`src/rtl/baccarat_hand_tally.sv`:
```
// Card accumulator for NUM_HANDS baccarat hands: one card per load strobe, with
// a running score mod MOD, a card count, and full/natural flags for each hand.
module baccarat_hand_tally #(
  parameter int NUM_HANDS = 2,
  parameter int MAX_CARDS = 3,
  parameter int CARD_W    = 4,
  parameter int MOD       = 10,
  parameter int HS_W      = (NUM_HANDS > 1) ? $clog2(NUM_HANDS) : 1,
  parameter int SC_W      = $clog2(MOD),
  parameter int CN_W      = $clog2(MAX_CARDS + 1)
) (
  input  logic                      slow_clock,
  input  logic                      resetb,
  input  logic                      clear,
  input  logic                      load,
  input  logic [HS_W-1:0]           hand_sel,
  input  logic [CARD_W-1:0]         card,
  output logic [NUM_HANDS*SC_W-1:0] score,
  output logic [NUM_HANDS*CN_W-1:0] count,
  output logic [NUM_HANDS-1:0]      full,
  output logic [NUM_HANDS-1:0]      natural,
  output logic                      reject
);

  // One extra bit holds score + card value before the single wrap subtraction.
  localparam int SUM_W = SC_W + 1;

  logic [SC_W-1:0]      score_q [NUM_HANDS];
  logic [SC_W-1:0]      score_d [NUM_HANDS];
  logic [CN_W-1:0]      count_q [NUM_HANDS];
  logic [CN_W-1:0]      count_d [NUM_HANDS];
  logic [NUM_HANDS-1:0] natural_q, natural_d;
  logic                 reject_q, reject_d;

  logic                 card_ok;
  logic                 accepted;
  logic [SUM_W-1:0]     value;
  logic [SUM_W-1:0]     sum [NUM_HANDS];

  always_comb begin
    card_ok   = (card != '0) && (card <= CARD_W'(13));
    value     = (card <= CARD_W'(9)) ? SUM_W'(card) : '0;
    score_d   = score_q;
    count_d   = count_q;
    natural_d = natural_q;
    accepted  = 1'b0;
    for (int unsigned i = 0; i < NUM_HANDS; i++) begin
      sum[i] = SUM_W'(score_q[i]) + value;
      if (sum[i] >= SUM_W'(MOD)) begin
        sum[i] = sum[i] - SUM_W'(MOD);
      end
      // An out-of-range hand_sel matches no hand, so it falls through to reject.
      if (load && card_ok && (32'(hand_sel) == i) && (count_q[i] < CN_W'(MAX_CARDS))) begin
        accepted   = 1'b1;
        score_d[i] = sum[i][SC_W-1:0];
        count_d[i] = count_q[i] + 1'b1;
        if ((count_q[i] == CN_W'(1)) &&
            ((sum[i] == SUM_W'(8)) || (sum[i] == SUM_W'(9)))) begin
          natural_d[i] = 1'b1;
        end
      end
    end
    reject_d = load && !accepted;
    if (clear) begin
      score_d   = '{default: '0};
      count_d   = '{default: '0};
      natural_d = '0;
      reject_d  = 1'b0;
    end
  end

  always_ff @(posedge slow_clock or negedge resetb) begin
    if (!resetb) begin
      score_q   <= '{default: '0};
      count_q   <= '{default: '0};
      natural_q <= '0;
      reject_q  <= 1'b0;
    end else begin
      score_q   <= score_d;
      count_q   <= count_d;
      natural_q <= natural_d;
      reject_q  <= reject_d;
    end
  end

  for (genvar g = 0; g < NUM_HANDS; g++) begin : g_out
    assign score[g*SC_W +: SC_W] = score_q[g];
    assign count[g*CN_W +: CN_W] = count_q[g];
    assign full[g]               = (count_q[g] == CN_W'(MAX_CARDS));
  end

  assign natural = natural_q;
  assign reject  = reject_q;

endmodule
```
`config.mk`:
```
export PLATFORM = sky130hd
export DESIGN_NAME = baccarat_hand_tally
export DESIGN_NICKNAME = d
export VERILOG_FILES = /design/src/rtl/baccarat_hand_tally.sv
export SDC_FILE = /design/constraint.sdc
export NUM_CORES = 1
export LEC_CHECK = 0
export CORE_MARGIN = 2
export CORE_UTILIZATION = 35
export CTS_CLUSTER_SIZE = 14
export DETAILED_ROUTE_END_ITERATION = 7
export SLEW_MARGIN = 40
export SYNTH_ARGS = -nofsm -noshare
export SYNTH_HDL_FRONTEND = slang
export SYNTH_SLANG_ARGS = --single-unit
```
`constraint.sdc`:
```
create_clock -name slow_clock -period 3.4 [get_ports slow_clock]
set_input_delay 0.85 -clock slow_clock [delete_from_list [all_inputs] [get_ports slow_clock]]
set_output_delay 0.85 -clock slow_clock [all_outputs]
set_load 0.05 [all_outputs]
```
Yosys cells after proc, flatten, opt, wreduce, memory -nomap -nowiden
Index checks and enable logic that the tools add are counted.
Word-level totals
  register bits: 15
  bits in latches: 0
  bits in writable memories: 0
  bits in read-only memories: 0
  input port bits: 9
  output and inout bits: 17
  logic and storage cells: 64
  memories: 0
Cells by class
  $add $sub $neg: 6
  multipliers: 0
  div/mod/pow operators: 0
  $lt $le $gt $ge: 6
  equal/unequal tests: 8
  shift operators: 0
  muxes and demuxes: 17
  bitwise gates (word level): 1
  reduce and logical (&&, ||, !) cells: 19
Operators by type and width (number)
  $eq A5 B4 Y1 const B: 4
  $mux W4: 4
  $add A4 B4 Y5: 2
  $ge A5 B4 Y1 const B: 2
  $mux W5: 2
  $sub A5 B4 Y5 const B: 2
  $logic_and A1 B1 Y1: 9
  $le A4 B4 Y1 const B: 2
  $mux W8: 1
  $reduce_bool A2 Y1: 4
  $mux W1: 7
  $mux W2: 3
  $add A2 B1 Y2 const B: 2
  $eq A2 B1 Y1 const B: 2
  $eq A2 B2 Y1 const B: 2
  $lt A2 B2 Y1 const B: 2
  $reduce_and A2 Y1: 2
  $reduce_bool A4 Y1: 1
  $logic_or A1 B1 Y1: 2
  $logic_not A1 Y1: 1
  $not A1 Y1: 1

Longest topological paths before layout
  depth in word-level cells: 11
  depth in mapped cells: 14
  mapped depth without buffers: 12

Worst setup path before layout
No wires, ideal clock.
  path kind: input to register
  start: input card[1]
  end: register natural_q[0], in the netlist natural[0]
  setup time: 0.101 ns
  arrival time: 3.419 ns
  data required time: 3.299 ns
  path slack: -0.120 ns
  cell stages on the path: 14
  path buffers: 2
  path through: buf_6 > o21ai_0 > and2_1 > ha_1 > ha_1 > or2_2 > o211ai_4 > ha_1 > clkbuf_1 > o21ai_0 > a311oi_1 > nor4_1 > a2bb2oi_1 > o32ai_1
On the way
  longest elaborated chain between the ends: 10
  elaborated cells on any way between the ends: 19
  classes of those cells: add/sub (2); order compare (3); eq/ne (2); mux (2); reduce/logical (10)
Ends and longest elaborated chain
  start: declaration: line 17  | input logic [CARD_W-1:0] card,
  $le A4 B4 Y1: line 42  | value = (card <= CARD_W'(9)) ? SUM_W'(card) : '0;
  $mux W4: line 42
  $add A4 B4 Y5: line 48  | sum[i] = SUM_W'(score_q[i]) + value;
  $sub A5 B4 Y5 or $ge A5 B4 Y1 (tied branches): line 50, 49
  $mux W5: line 49  | if (sum[i] >= SUM_W'(MOD)) begin
  $eq A5 B4 Y1: line 58  | ((sum[i] == SUM_W'(8)) || (sum[i] == SUM_W'(9)))) begin
  $logic_or A1 B1 Y1: line 58
  $logic_and A1 B1 Y1: line 57  | if ((count_q[i] == CN_W'(1)) &&
  $reduce_bool A2 Y1 (no source line)
  $reduce_and A2 Y1 (no source line) (*)
  end signal: assignment: line 81  | natural_q <= natural_d;
  end: declaration: line 32  | logic [NUM_HANDS-1:0] natural_q, natural_d;
Mark *: on every way between the ends. The rest lies on a longest branch, timed or not.
A chain may end at the register's enable or synchronous reset.

Worst setup path in the final report
  start: input card[3]
  end: register natural_q[0], in the netlist natural[0]
Same word-level chain as after synthesis.

==> run metrics <==
CP max stage cell=or2_2; FF-to-FF Start=score[1]; period utilization=0.909; R2R cell count=10; Worst Path Arrival=3180 ps; CTS tree=built; clock root buffer=clkbuf_8; Critical Path End Type=flip-flop; I/O pin cnt=26; Required @ worst endpoint=3490 ps; synth cell count leaders=nor2_1, dfrtp_1, ha_1, a21oi_1, inv_1; vias per inst=5.54; Hold Path Origin=score[4]; clk sink count=15; routed vias=1469; max cap viols=0; reg2reg end=natural[0]; Startpoint Class=input port; Cell Pwr Density=311 mW/mm^2; DP HPWL=2920 um; max_slew headroom=0.536; Setup Skew=6.20 ps; fin util=0.495; Placer Congestion=0.878; GRT Overall Usage=0.182; Site Rows=23; top cells by area, synth=dfrtp_1, ha_1, nor2_1; syn nets=191; CTS H-tree lvls=1; Worst Path Max Fanout=10; initial core utilization=0.361; largest net degree at the start of global routing=19; share of layout cells above drive strength 1=0.223; post-synthesis sequential area ratio=0.260; first drt pass iteration count=6; Fill cells=383; Setup Crit Path Kind=input port to flip-flop; Yosys top cell area share=0.260; Leak Pwr=0.000881 uW; first-pass GRT wire length=6480 um; nets@finish=238; synthesized flop and latch total=15; Hold Path Depth=2; GR Overflow Total=0; VDD IR max=0.179 mV; Final Instance Area=0.00198 mm^2; Port Buffers=25; diode count=0; mean post-synth cell area=8.55 um^2; worst reg-to-reg setup slack=790 ps; Final Total Pwr=616 uW; Slew Viols, Final=0; final setup vio count=0; Tmin final=3090 ps; ys async rst share=1.00; final hold slack=555 ps; final antenna-violating net count=0; Core ar.=0.00400 mm^2; Max stage delay on crit path=320 ps; # DRC=0; worst slew pin tran=694 ps; WL final=3910 um; WHS Endpoint=score[4]; WL per Instance=14.8 um; Yosys cell types=52; CP Cell Sequence=dlymetal6s2s_1 -> buf_4 -> nand2b_4 -> xnor2_1 -> ha_1 -> or2_2 -> o211ai_4 -> ha_4 -> inv_1 -> a211oi_1 -> nor4_1 -> a2bb2oi_1 -> o32ai_1; Post-synth EDFFs=0; die height=68.3 um; Main synth FF type=dfrtp_1; worst skew pair latency=250 ps; status=finished, final reports clean; CTS Buffer Depth=2; Post-Syn Instances=169; Hold Crit Class=flip-flop to flip-flop; Die X=68.3 um; final number of hold-violating endpoints=0; CTS buffer count=3; Synthesis Warnings=0; via count of the first global-routing pass=1453; die area=0.00466 mm^2; area added between synthesis and finish=37.1%; drt initial violations=87; DP Area=0.00188 mm^2; setup TNS=0 ps; Fmax=324 MHz; mapped cell area=0.00145 mm^2; RSZ-0062 raised after global routing=no; clock-pin slew on the worst setup and hold paths=60 ps; cell accounting for the most synthesized area=dfrtp_1; most common cell in the netlist=nor2_1; cts hold-fix bufs=0; initial antenna violation count=0
## worst max-delay path: cells and delay by family
family | cells | cell delay, ps
xor+xnor | 1 | 120
compound gates | 4 | 600
buf+inv | 3 | 380
simple gates | 3 | 760
fa+ha+maj | 2 | 460
## sequential cells by signal, indices dropped and copies added, names as in the netlist
signal,count
natural,2
count,4
reject,1
score,8
## how the worst max path moves through the flow
stage	to	slack (ps)	from
2_1_floorplan	natural[0]	3	card[1]
3_3_place_gp	natural[0]	-230	card[1]
3_5_place_dp	natural[0]	-330	card[1]
4_1_cts	natural[0]	9	card[1]
5_1_grt	natural[0]	170	card[3]
6_report	natural[0]	310	card[3]
## layer usage
layer,vias up,global-route usage,share of wire,wire length (um)
met2,43,0.308,0.49,1900
li1,718,-,-,-
met3,14,0.0230,0.036,142
met4,0,0.0725,0.020,79
met1,694,0.234,0.46,1790
met5,-,0,0,0
## stage by stage
| stage | worst slack [ps] | std cells |
|---|---|---|
| global placement | -232 | 258 |
| CTS | 8.80 | 264 |
| global route | 166 | 265 |
| detailed placement | -325 | 258 |
| finish | 310 | 265 |
| floorplan | 3.35 | 169 |
## layout make-up
cell class                      instances  area (um^2)  share of cell area
Clock buffer                            3         41.3              0.0208
Clock inverter                          1         5.00             0.00253
Inverter                               10         37.5              0.0189
Multi-Input combinational cell        136         1010               0.511
Sequential cell                        15          375               0.189
Tap cell                               50         62.6              0.0316
Timing Repair Buffer                   50          448               0.226
## layout by cell type, fill, tap and decap left out, drive strengths merged, types with 2 or more instances in the layout
| cell | instances |
|---|---|
| or3 | 4 |
| nand3 | 3 |
| dlymetal6s2s | 4 |
| nand4b | 2 |
| o21a | 3 |
| nor4 | 4 |
| a211oi | 9 |
| o211ai | 4 |
| inv | 10 |
| or2 | 4 |
| nor3 | 5 |
| ha | 13 |
| and3 | 3 |
| nand2b | 3 |
| nand3b | 4 |
| xnor2 | 6 |
| o2bb2ai | 2 |
| clkbuf | 3 |
| a21oi | 13 |
| nand2 | 6 |
| nor2 | 19 |
| dfrtp | 15 |
| clkdlybuf4s50 | 21 |
| buf | 25 |
| mux2i | 4 |
| o21ai | 7 |
## where the power goes
part	switching (uW)	total [uW]	internal (uW)
registers	13.1	202	189
clock network	61.1	142	81.0
logic	152	272	120
total	226	616	389
## repair_timing
action / 4_1_cts / 5_1_grt
pin swaps: 5 / 5
endpoints found under the setup margin: 1 / 3
setup buffers: 2 / 1
resized for setup: 1 / 10
## cells by family (layout without fill, tap and decap cells)
kind of cell / after synthesis / after routing / share of synthesized area
AND/OR/NAND/NOR: 62 / 62 / 0.239
AO/OA/AOI/OAI: 48 / 48 / 0.246
buffers and inverters: 18 / 64 / 0.0571
flip-flops: 15 / 15 / 0.260
adder cells (fa/ha/maj): 14 / 14 / 0.120
XOR/XNOR: 7 / 7 / 0.0424
multiplexers: 5 / 5 / 0.0355
Power figures use the tool's default switching activity.
